[config.mk]
export PLATFORM = sky130hd
export DESIGN_NAME = fire_scheduler
export DESIGN_NICKNAME = d
export VERILOG_FILES = /design/src/rtl/fire_scheduler.sv
export SDC_FILE = /design/constraint.sdc
export NUM_CORES = 1
export LEC_CHECK = 0
export CORE_AREA = 2 2 141 143
export CTS_CLUSTER_DIAMETER = 100
export DETAILED_ROUTE_END_ITERATION = 12
export DIE_AREA = 0 0 143 145
export DONT_BUFFER_PORTS = 1
export GPL_TIMING_DRIVEN = 0
export HOLD_SLACK_MARGIN = 0.05
export PLACE_DENSITY = 0.38
export REMOVE_ABC_BUFFERS = 1
export SYNTH_ARGS = -nofsm -noshare
export SYNTH_HDL_FRONTEND = slang
export SYNTH_SLANG_ARGS = --single-unit
export TNS_END_PERCENT = 10
[constraint.sdc]
create_clock -name clk -period 4.7 [get_ports clk]
set_clock_uncertainty 0.1 [all_clocks]
set_input_delay 0.705 -clock clk [delete_from_list [all_inputs] [get_ports clk]]
set_output_delay 0.705 -clock clk [all_outputs]
set_load 0.01 [all_outputs]
[src/rtl/fire_scheduler.sv]
// Fire scheduler: each cycle picks one enabled transition to fire, either
// round-robin from a rotating pointer or from an LFSR-chosen start point,
// and watches for deadlock (nothing enabled) and starvation (an enabled
// transition left waiting too long).
module fire_scheduler #(
    parameter int NTRANS       = 8,
    parameter int FW           = 4,
    parameter int DL_LIMIT     = 15,
    parameter int STARVE_LIMIT = 31
) (
    input  logic              clk,
    input  logic              reset,
    input  logic [NTRANS-1:0] ena,
    input  logic              hold,
    input  logic              mode,
    input  logic [15:0]       seed,
    output logic [FW-1:0]     fire,
    output logic              deadlock,
    output logic              starved,
    output logic [FW-1:0]     starved_idx
);

    localparam int DW = $clog2(DL_LIMIT + 1);
    localparam int SW = $clog2(STARVE_LIMIT + 1);
    localparam logic [FW-1:0] NONE   = FW'(NTRANS);
    localparam logic [FW:0]   NT_EXT = (FW+1)'(NTRANS);

    logic [FW-1:0]     ptr;
    logic [15:0]       lfsr;
    logic [DW-1:0]     idle_cnt;
    logic [SW-1:0]     wait_cnt [NTRANS];

    logic [FW-1:0]     start;
    logic [NTRANS-1:0] ena_rot;
    logic              found;
    logic [FW-1:0]     offset;
    logic [FW:0]       sum;
    logic [FW-1:0]     sel_idx;
    logic              lfsr_fb;
    logic              hit;
    logic [FW-1:0]     hit_idx;

    // Search start point: the rotating pointer, or the LFSR folded into range.
    always_comb begin
        start = mode ? FW'(lfsr % 16'(NTRANS)) : ptr;
    end

    // Rotate ena so the start index sits at bit 0, take the lowest set bit,
    // then map that offset back to an absolute transition index.
    always_comb begin
        ena_rot = NTRANS'({ena, ena} >> start);
        found   = 1'b0;
        offset  = '0;
        for (int j = NTRANS - 1; j >= 0; j--) begin
            if (ena_rot[j]) begin
                found  = 1'b1;
                offset = FW'(j);
            end
        end
        sum = {1'b0, start} + {1'b0, offset};
        if (sum >= NT_EXT) begin
            sum = sum - NT_EXT;
        end
        sel_idx = sum[FW-1:0];
    end

    // Feedback for the 16-bit Fibonacci LFSR with taps 16,14,13,11.
    always_comb begin
        lfsr_fb = lfsr[15] ^ lfsr[13] ^ lfsr[12] ^ lfsr[10];
    end

    // Lowest transition whose wait counter has hit the starvation limit.
    always_comb begin
        hit     = 1'b0;
        hit_idx = '0;
        for (int j = NTRANS - 1; j >= 0; j--) begin
            if (wait_cnt[j] == SW'(STARVE_LIMIT)) begin
                hit     = 1'b1;
                hit_idx = FW'(j);
            end
        end
    end

    // Fire register, pointer, LFSR, idle counter and the sticky flags.
    always_ff @(posedge clk) begin
        if (reset) begin
            fire        <= NONE;
            ptr         <= '0;
            lfsr        <= (seed == 16'h0000) ? 16'hACE1 : seed;
            idle_cnt    <= '0;
            deadlock    <= 1'b0;
            starved     <= 1'b0;
            starved_idx <= '0;
        end else if (!hold) begin
            fire <= found ? sel_idx : NONE;
            if (!mode && found) begin
                ptr <= (sel_idx == FW'(NTRANS - 1)) ? '0 : sel_idx + FW'(1);
            end
            lfsr <= {lfsr[14:0], lfsr_fb};
            if (ena == '0) begin
                if (idle_cnt != DW'(DL_LIMIT)) begin
                    idle_cnt <= idle_cnt + DW'(1);
                end
            end else begin
                idle_cnt <= '0;
            end
            if (idle_cnt == DW'(DL_LIMIT)) begin
                deadlock <= 1'b1;
            end
            if (!starved && hit) begin
                starved     <= 1'b1;
                starved_idx <= hit_idx;
            end
        end
    end

    // Per-transition wait counters; sel_idx only counts as served when found.
    always_ff @(posedge clk) begin
        for (int i = 0; i < NTRANS; i++) begin
            if (reset) begin
                wait_cnt[i] <= '0;
            end else if (!hold) begin
                if (ena[i] && !(found && sel_idx == FW'(i))) begin
                    if (wait_cnt[i] != SW'(STARVE_LIMIT)) begin
                        wait_cnt[i] <= wait_cnt[i] + SW'(1);
                    end
                end else begin
                    wait_cnt[i] <= '0;
                end
            end
        end
    end

endmodule

==> flow_summary_export.csv, run 1 <==
group,metric,value,unit
status,outcome,"complete, no violations",
worst_setup_path,worstSetupPathType,"flip-flop to flip-flop",
detailed_routing,wl_per_cell,16.3,µm
placement,place_area,4940,µm²
synthesis,synth_edf_count,56,
final_layout,diodes,0,
worst_setup_path,crit_path_end_kind,"flip-flop",
detailed_routing,dr.pass1.iters,4,
synthesis,synthAdderAreaFrac,0.0639,
final_layout,design_area,5330,µm²
synthesis,synth_xor_area_frac,0.0373,
die,initial_utilization,0.245,
sta,hold_viol,0,
global_routing,grt_busiest_layer,"met2",
die,fp-row-count,51,
synthesis,synth_top_family_by_area,"compound AO/OA/AOI/OAI gates",
min_path,min_path_type,"input pin to flip-flop",
power,ir_drop,0.164,mV
sta,post-route-min-period,4.47,ns
sta,rsz0062_at_grt,"true",
clock_tree,cts_buffer_depth,2,
die,ios,38,
global_routing,grt_pass1_wl,19400,µm
power,p_per_area,411,nW/µm²
clock_tree,cts_hold_buf,0,
synthesis,synth-warning-count,0,
detailed_routing,viasPerCell,4.84,
synthesis,synth_area,4700,µm²
synthesis,synthFlopType,"edfxtp_1",
worst_setup_path,cp.required,4.61,ns
detailed_routing,antenna_left,0,
placement,port_buffers,0,
global_routing,grt_use_met2,0.194,
worst_setup_path,crit_slowest_cell,"mux4_1",
sta,worstMarginPinSlew,1.05,ns
final_layout,area_growth,13.4,%
synthesis,syn_area_per_cell,9.95,µm²
synthesis,syn_inst,472,
final_layout,finish.net_count,518,
clock_tree,cts_tree,"yes",
clock_tree,cts_inserted_buffers,9,
synthesis,yosysUniqueCellTypes,66,
worst_setup_path,worstPathCellList,"mux2i_4 -> inv_4 -> mux4_1 -> a21oi_1 -> o31a_1 -> nand4b_1 -> nor3b_1 -> ha_1 -> inv_1 -> nor3_1 -> a21o_1 -> o311ai_1 -> a41oi_2",
clock_tree,clkTransAtPathRegs,0.06,ns
sta,setup_viol,0,
die,die_x,143,µm
die,fp.coreArea,19200,µm²
clock_tree,clk_latency,0.34,ns
sta,max_freq,0.224,GHz
clock_tree,clock-sinks,73,
global_routing,first_global_vias,3508,
detailed_routing,drt_iter0_markers,220,
clock_tree,cts_setup_buffers,0,
clock_tree,h-tree-depth,3,
detailed_routing,num_vias,3562,
die,die-area,20700,µm²
final_layout,fin_util,0.277,
worst_setup_path,cp_num_buf_inv,2,
sta,holdWs,0.333,ns
worst_setup_path,cp_top_family,"compound AO/OA/AOI/OAI gates",
synthesis,async_flop_share,0,
worst_setup_path,slowest_delay,0.52,ns
synthesis,synth_mux_area_frac,0.0674,
synthesis,synth-compound-area-share,0.181,
global_routing,gr-total-overflow,0,
global_routing,met1_usage,0.158,
sta,final.period_utilization,0.951,
die,die_h,145,µm
final_layout,finalNonFillerCells,736,
synthesis,ys_seq_elements,73,
sta,slew_headroom,0.299,
global_routing,use_met3,0.0297,
global_routing,track_usage,0.122,
sta,maxSlewViolCount,0,
detailed_routing,wirelength,12000,µm
placement,dp_cells,720,
global_routing,grt_max_degree,27,
job,drv_cap,0,
placement,finalWeightedCongestion,0.777,
synthesis,synthSimpleGateAreaFrac,0.176,
global_routing,grt_antenna_before_repair,0,
power,p_leak,0.00195,µW
detailed_routing,drc,0,
worst_setup_path,cp.arrival,4.38,ns
clock_tree,root_buffer,"clkbuf_16",
placement,dp_hpwl,8860,µm
synthesis,ys_seq_area_frac,0.430,
worst_setup_path,crit_fanout,11,
final_layout,layout-drive-gt1-share,0.0913,
worst_setup_path,cp-start-kind,"flip-flop",
-- layout make-up --
type | count | area (µm²)
multi-input cells | 356 | 2540
clock inverters | 7 | 95.1
inverters | 25 | 96.3
repair buffers | 1 | 15.0
fillers | 2042 | 13900
flip-flops and latches | 73 | 2020
clock buffers | 9 | 225
well taps | 265 | 332
-- placed cells by master, fill, tap and decap left out, types with 3 or more instances in the layout --
master | Yosys | routed
nor2_1 | 54 | 54
o311ai_1 | 0 | 3
xnor2_1 | 10 | 10
clkbuf_16 | 0 | 9
a31oi_1 | 5 | 5
and3_1 | 9 | 9
o31a_1 | 3 | 3
nor3b_1 | 6 | 6
o22a_1 | 8 | 8
nand3_1 | 17 | 17
xor2_1 | 10 | 10
ha_1 | 24 | 23
nand2b_1 | 5 | 5
dfxtp_1 | 17 | 17
mux2_2 | 5 | 5
clkinvlp_4 | 0 | 3
mux2i_2 | 2 | 3
nor4_1 | 8 | 8
mux2i_1 | 12 | 10
edfxtp_1 | 56 | 56
a21oi_1 | 38 | 38
o21ai_0 | 10 | 10
inv_1 | 24 | 24
a41oi_2 | 0 | 4
nor3_1 | 9 | 9
o2bb2ai_1 | 5 | 5
a41o_1 | 5 | 5
o21a_1 | 4 | 4
nand2_1 | 42 | 42
and2_1 | 8 | 8
a21o_1 | 3 | 3
-- worst register-to-register path, cell delays in order, from the launching register on --
cell	delay, ns
edfxtp_1	0.46
mux2i_4	0.25
inv_4	0.14
mux4_1	0.52
a21oi_1	0.24
o31a_1	0.25
nand4b_1	0.25
nor3b_1	0.23
ha_1	0.37
inv_1	0.24
nor3_1	0.09
a21o_1	0.23
o311ai_1	0.48
a41oi_2	0.28
-- report_power, final --
part	switching, µW	total, µW	leakage, µW	internal (µW)
clock	273	736	0.000145	463
combinational	386	621	0.00106	235
sequential	55.9	833	0.000747	777
total	715	2190	0.00195	1480
-- cells in the mapped netlist, types with 2 or more instances --
cell / n / area share
edfxtp_1: 56 / 0.36
nor2b_1: 2 / 0.0027
mux2_2: 5 / 0.012
xnor2_1: 10 / 0.019
xor2_1: 10 / 0.019
nor3_1: 9 / 0.0096
o21ai_1: 2 / 0.0021
and2_1: 8 / 0.011
nand3_1: 17 / 0.018
o31a_1: 3 / 0.0056
ha_1: 24 / 0.064
nand2b_1: 5 / 0.0067
nor3_2: 2 / 0.0043
buf_2: 3 / 0.0032
a211oi_1: 2 / 0.0032
o311ai_0: 6 / 0.011
mux2i_1: 12 / 0.026
a31oi_1: 5 / 0.0067
a41o_1: 5 / 0.011
nor4_1: 8 / 0.011
a32oi_1: 2 / 0.0037
buf_6: 2 / 0.0048
mux2i_2: 2 / 0.0059
and3_1: 9 / 0.012
o21a_1: 4 / 0.0064
nor2_1: 54 / 0.043
o221ai_1: 2 / 0.0037
or4_1: 2 / 0.0032
a21o_1: 3 / 0.0048
mux4_1: 2 / 0.011
a41oi_1: 5 / 0.0093
nor3b_1: 6 / 0.0096
a32o_1: 2 / 0.0043
o22a_1: 8 / 0.015
o2bb2ai_1: 5 / 0.0093
a21oi_1: 38 / 0.040
o21ai_0: 10 / 0.011
nand2_1: 42 / 0.034
dfxtp_1: 17 / 0.072
o2111ai_1: 2 / 0.0037
nand3b_1: 2 / 0.0032
o31ai_1: 2 / 0.0032
clkbuf_1: 11 / 0.0088
inv_1: 24 / 0.019
-- layer usage --
metal / up-vias / share of wire
li1: 1768 / -
met1: 1732 / 0.47
met2: 45 / 0.47
met3: 17 / 0.034
met4: 0 / 0.019
met5: - / 0
-- sequential cells by signal, indices dropped and copies added (netlist names) --
signal and count:
starved_idx 3, starved 1, idle_cnt 4, deadlock 1
wait_cnt 40, ptr 4, fire 4, lfsr 16
-- stage by stage --
| stage | worst slack, ns | TNS [ns] | power [µW] |
|---|---|---|---|
| floorplan | 0.0373 | 0 | 1270 |
| finish | 0.230 | 0 | 2190 |
| detailed placement | -0.866 | -41.63 | 1440 |
| CTS | 0.0158 | 0 | 2210 |
| global placement | -1.36 | -74.22 | 1430 |
| global route | -0.0727 | -1.29 | 2330 |
-- worst paths after layout --
kind         slack, ns           start  depth (start not counted)               to
max               0.23         lfsr[0]                         13  wait_cnt[1][11]
min               0.33           reset                          1          fire[2]
max reg2reg       0.23         lfsr[0]                         13  wait_cnt[1][11]
min reg2reg       0.40  starved_idx[0]                          2   starved_idx[0]
-- cell families (layout without fill, tap and decap cells) --
family,count (synthesis),after routing
buffers and inverters,43,42
other,1,1
adders and majority gates,24,24
AOI/OAI and AO/OA,116,116
xor gates and xnor gates,20,20
and+or+nand+nor,171,171
DFF,73,73
muxes,24,24
-- what timing repair did --
| item | 4_1_cts | 5_1_grt |
|---|---|---|
| pin swaps | 0 | 1 |
| endpoints found under the hold margin | 0 | 0 |
| endpoints found under the setup margin | 71 | 67 |
| resized for setup | 7 | 7 |
Note: power is estimated with default switching activity, not from simulation.
==> run 2, diff against run 1 <==
CTS_CLUSTER_DIAMETER = 80   (was 100)
==> results of run 2 <==
Final layout, timing and power as in run 1 (identical DEF).
==> run 3, diff against run 2 <==
CORE_AREA = 2 2 101 103   (was 2 2 141 143)
DIE_AREA = 0 0 103 105   (was 0 0 143 145)
PLACE_DENSITY = 0.63   (was 0.38)
==> run 3 against run 2 <==
Core utilization increased by 24 points. Cell area decreased by 5.7%. Final cell count decreased by 18%. Combinational power decreased by 4.2%.
==> flow_summary_export.csv, run 3 (same netlist as run 1, synthesis figures left out) <==
group,metric,value,unit
status,outcome,"complete, no violations",
min_path,min_path_type,"input pin to flip-flop",
placement,finalWeightedCongestion,0.856,
global_routing,first_global_vias,3466,
worst_setup_path,worstSetupPathType,"flip-flop to flip-flop",
worst_setup_path,crit_slowest_cell,"o311ai_0",
sta,rsz0062_at_grt,"true",
worst_setup_path,reg2reg_slack,0.09,ns
global_routing,track_usage,0.204,
final_layout,area_growth,6.95,%
worst_setup_path,cp-start-kind,"flip-flop",
clock_tree,root_buffer,"clkbuf_8",
detailed_routing,drt_iter0_markers,154,
die,fp.coreArea,9640,µm²
global_routing,gr-total-overflow,0,
detailed_routing,num_vias,3633,
global_routing,grt_max_degree,27,
placement,port_buffers,0,
final_layout,final_common_cell,"edfxtp_1",
worst_setup_path,slowest_delay,0.66,ns
detailed_routing,dr.pass1.iters,5,
die,die_h,105,µm
detailed_routing,antenna_left,0,
clock_tree,cts_buffer_depth,2,
sta,slew_headroom,0.312,
final_layout,design_area,5020,µm²
clock_tree,clock-sinks,73,
sta,setup_viol,0,
sta,hold_viol,0,
power,ir_drop,0.165,mV
worst_setup_path,crit_path_end_kind,"flip-flop",
die,fp-row-count,36,
sta,post-route-min-period,4.61,ns
sta,final.period_utilization,0.980,
worst_setup_path,worstPathCellList,"mux2i_4 -> inv_4 -> mux2i_1 -> o32ai_1 -> mux2i_1 -> and2_0 -> o21ai_0 -> a21oi_1 -> o21a_1 -> ha_1 -> ha_1 -> nor3_1 -> a21o_1 -> o311ai_0 -> a41oi_2",
sta,worst_slack,0.0943,ns
clock_tree,cts_inserted_buffers,9,
final_layout,top_regs,"wait_cnt x40, lfsr x16",
global_routing,grt_antenna_before_repair,0,
die,ios,38,
final_layout,top_register,"wait_cnt",
worst_setup_path,crit_fanout,11,
final_layout,diodes,0,
final_layout,largest_register_ffs,40,
die,initial_utilization,0.487,
final_layout,finish.net_count,518,
detailed_routing,wl_per_cell,17.4,µm
worst_setup_path,cp_top_family,"compound AO/OA/AOI/OAI gates",
clock_tree,cts_tree,"yes",
final_layout,layout-drive-gt1-share,0.0892,
detailed_routing,viasPerCell,6.01,
power,power.total,1930,µW
clock_tree,h-tree-depth,3,
worst_setup_path,cp_num_buf_inv,1,
clock_tree,cts_setup_buffers,0,
power,p_per_area,385,nW/µm²
clock_tree,clk_latency,0.36,ns
clock_tree,clkTransAtPathRegs,0.08,ns
power,p_leak,0.00190,µW
placement,place_area,4780,µm²
sta,fin_setup_tns,0,ns
die,die-area,10800,µm²
sta,max_freq,0.217,GHz
die,die_x,103,µm
detailed_routing,drc,0,
final_layout,fin_util,0.521,
placement,pre_cts_ws,-0.593,ns
worst_setup_path,cp.required,4.63,ns
final_layout,mostFrequentLayoutCells,"56 x edfxtp_1, 54 x nor2_1, 42 x nand2_1, 38 x a21oi_1",
sta,worstMarginPinSlew,1.03,ns
placement,dp_hpwl,7650,µm
job,drv_cap,0,
worst_setup_path,cp.arrival,4.54,ns
sta,maxSlewViolCount,0,
detailed_routing,wirelength,10500,µm
global_routing,grt_pass1_wl,17300,µm
-- run 3: cell count changes in the layout (fill, tap and decap cells not counted), moves of 2 or more --
cell,previous run,this run
clkbuf_16,9,0
clkbuf_8,0,9
inv_6,0,2
o311ai_0,2,4
-- run 3: power by group --
group / leakage [µW] / switching, µW / total, µW / internal [µW]
clock: 0.0000885 / 258 / 507 / 248
combinational: 0.00106 / 366 / 595 / 229
sequential: 0.000747 / 55.1 / 831 / 776
-- run 3: worst reg2reg max path: cells and delay by family, from the launching register on --
| family | cells | cell delay (ns) |
|---|---|---|
| DFF | 1 | 0.47 |
| muxes | 3 | 0.96 |
| and+or+nand+nor | 2 | 0.28 |
| buffers and inverters | 1 | 0.14 |
| adders and majority gates | 2 | 0.62 |
| AOI/OAI and AO/OA | 7 | 1.71 |
-- run 3: worst paths after layout --
path / start / end / cells past startpoint
worst max-delay path: lfsr[0] / wait_cnt[1][14] / 15
worst max register to register: lfsr[0] / wait_cnt[1][14] / 15
worst min register to register: idle_cnt[3] / idle_cnt[3] / 2
worst min-delay path: reset / idle_cnt[3] / 1
-- run 3: repair_timing --
item                                    CTS  global route
hold buffers                              0             0
resized for setup                         2             7
endpoints found under the hold margin     0             0
endpoints found under the setup margin   38            41
-- run 3: area by class of cell --
cell class	count	area, µm²
clock buffer	9	124
clock inverter	7	77.6
fill	899	4610
inverter	25	96.3
multi-input combinational	356	2520
sequential	73	2020
tap	133	166
timing repair buffer	1	15.0
-- run 3: layer usage --
metal	GRT usage	up-vias	routed length [µm]
li1	-	1760	-
met1	0.278	1762	4980
met2	0.315	95	4790
met3	0.0435	16	501
met4	0.0789	0	232
met5	0	-	0
-- run 3: through the flow --
step | hold WS, ns | cells
final | 0.304 | 604
after global routing | 0.286 | 604
after detailed placement | 0.389 | 588
after floorplan | 0.357 | 454
after CTS | 0.286 | 604
after global placement | 0.370 | 587
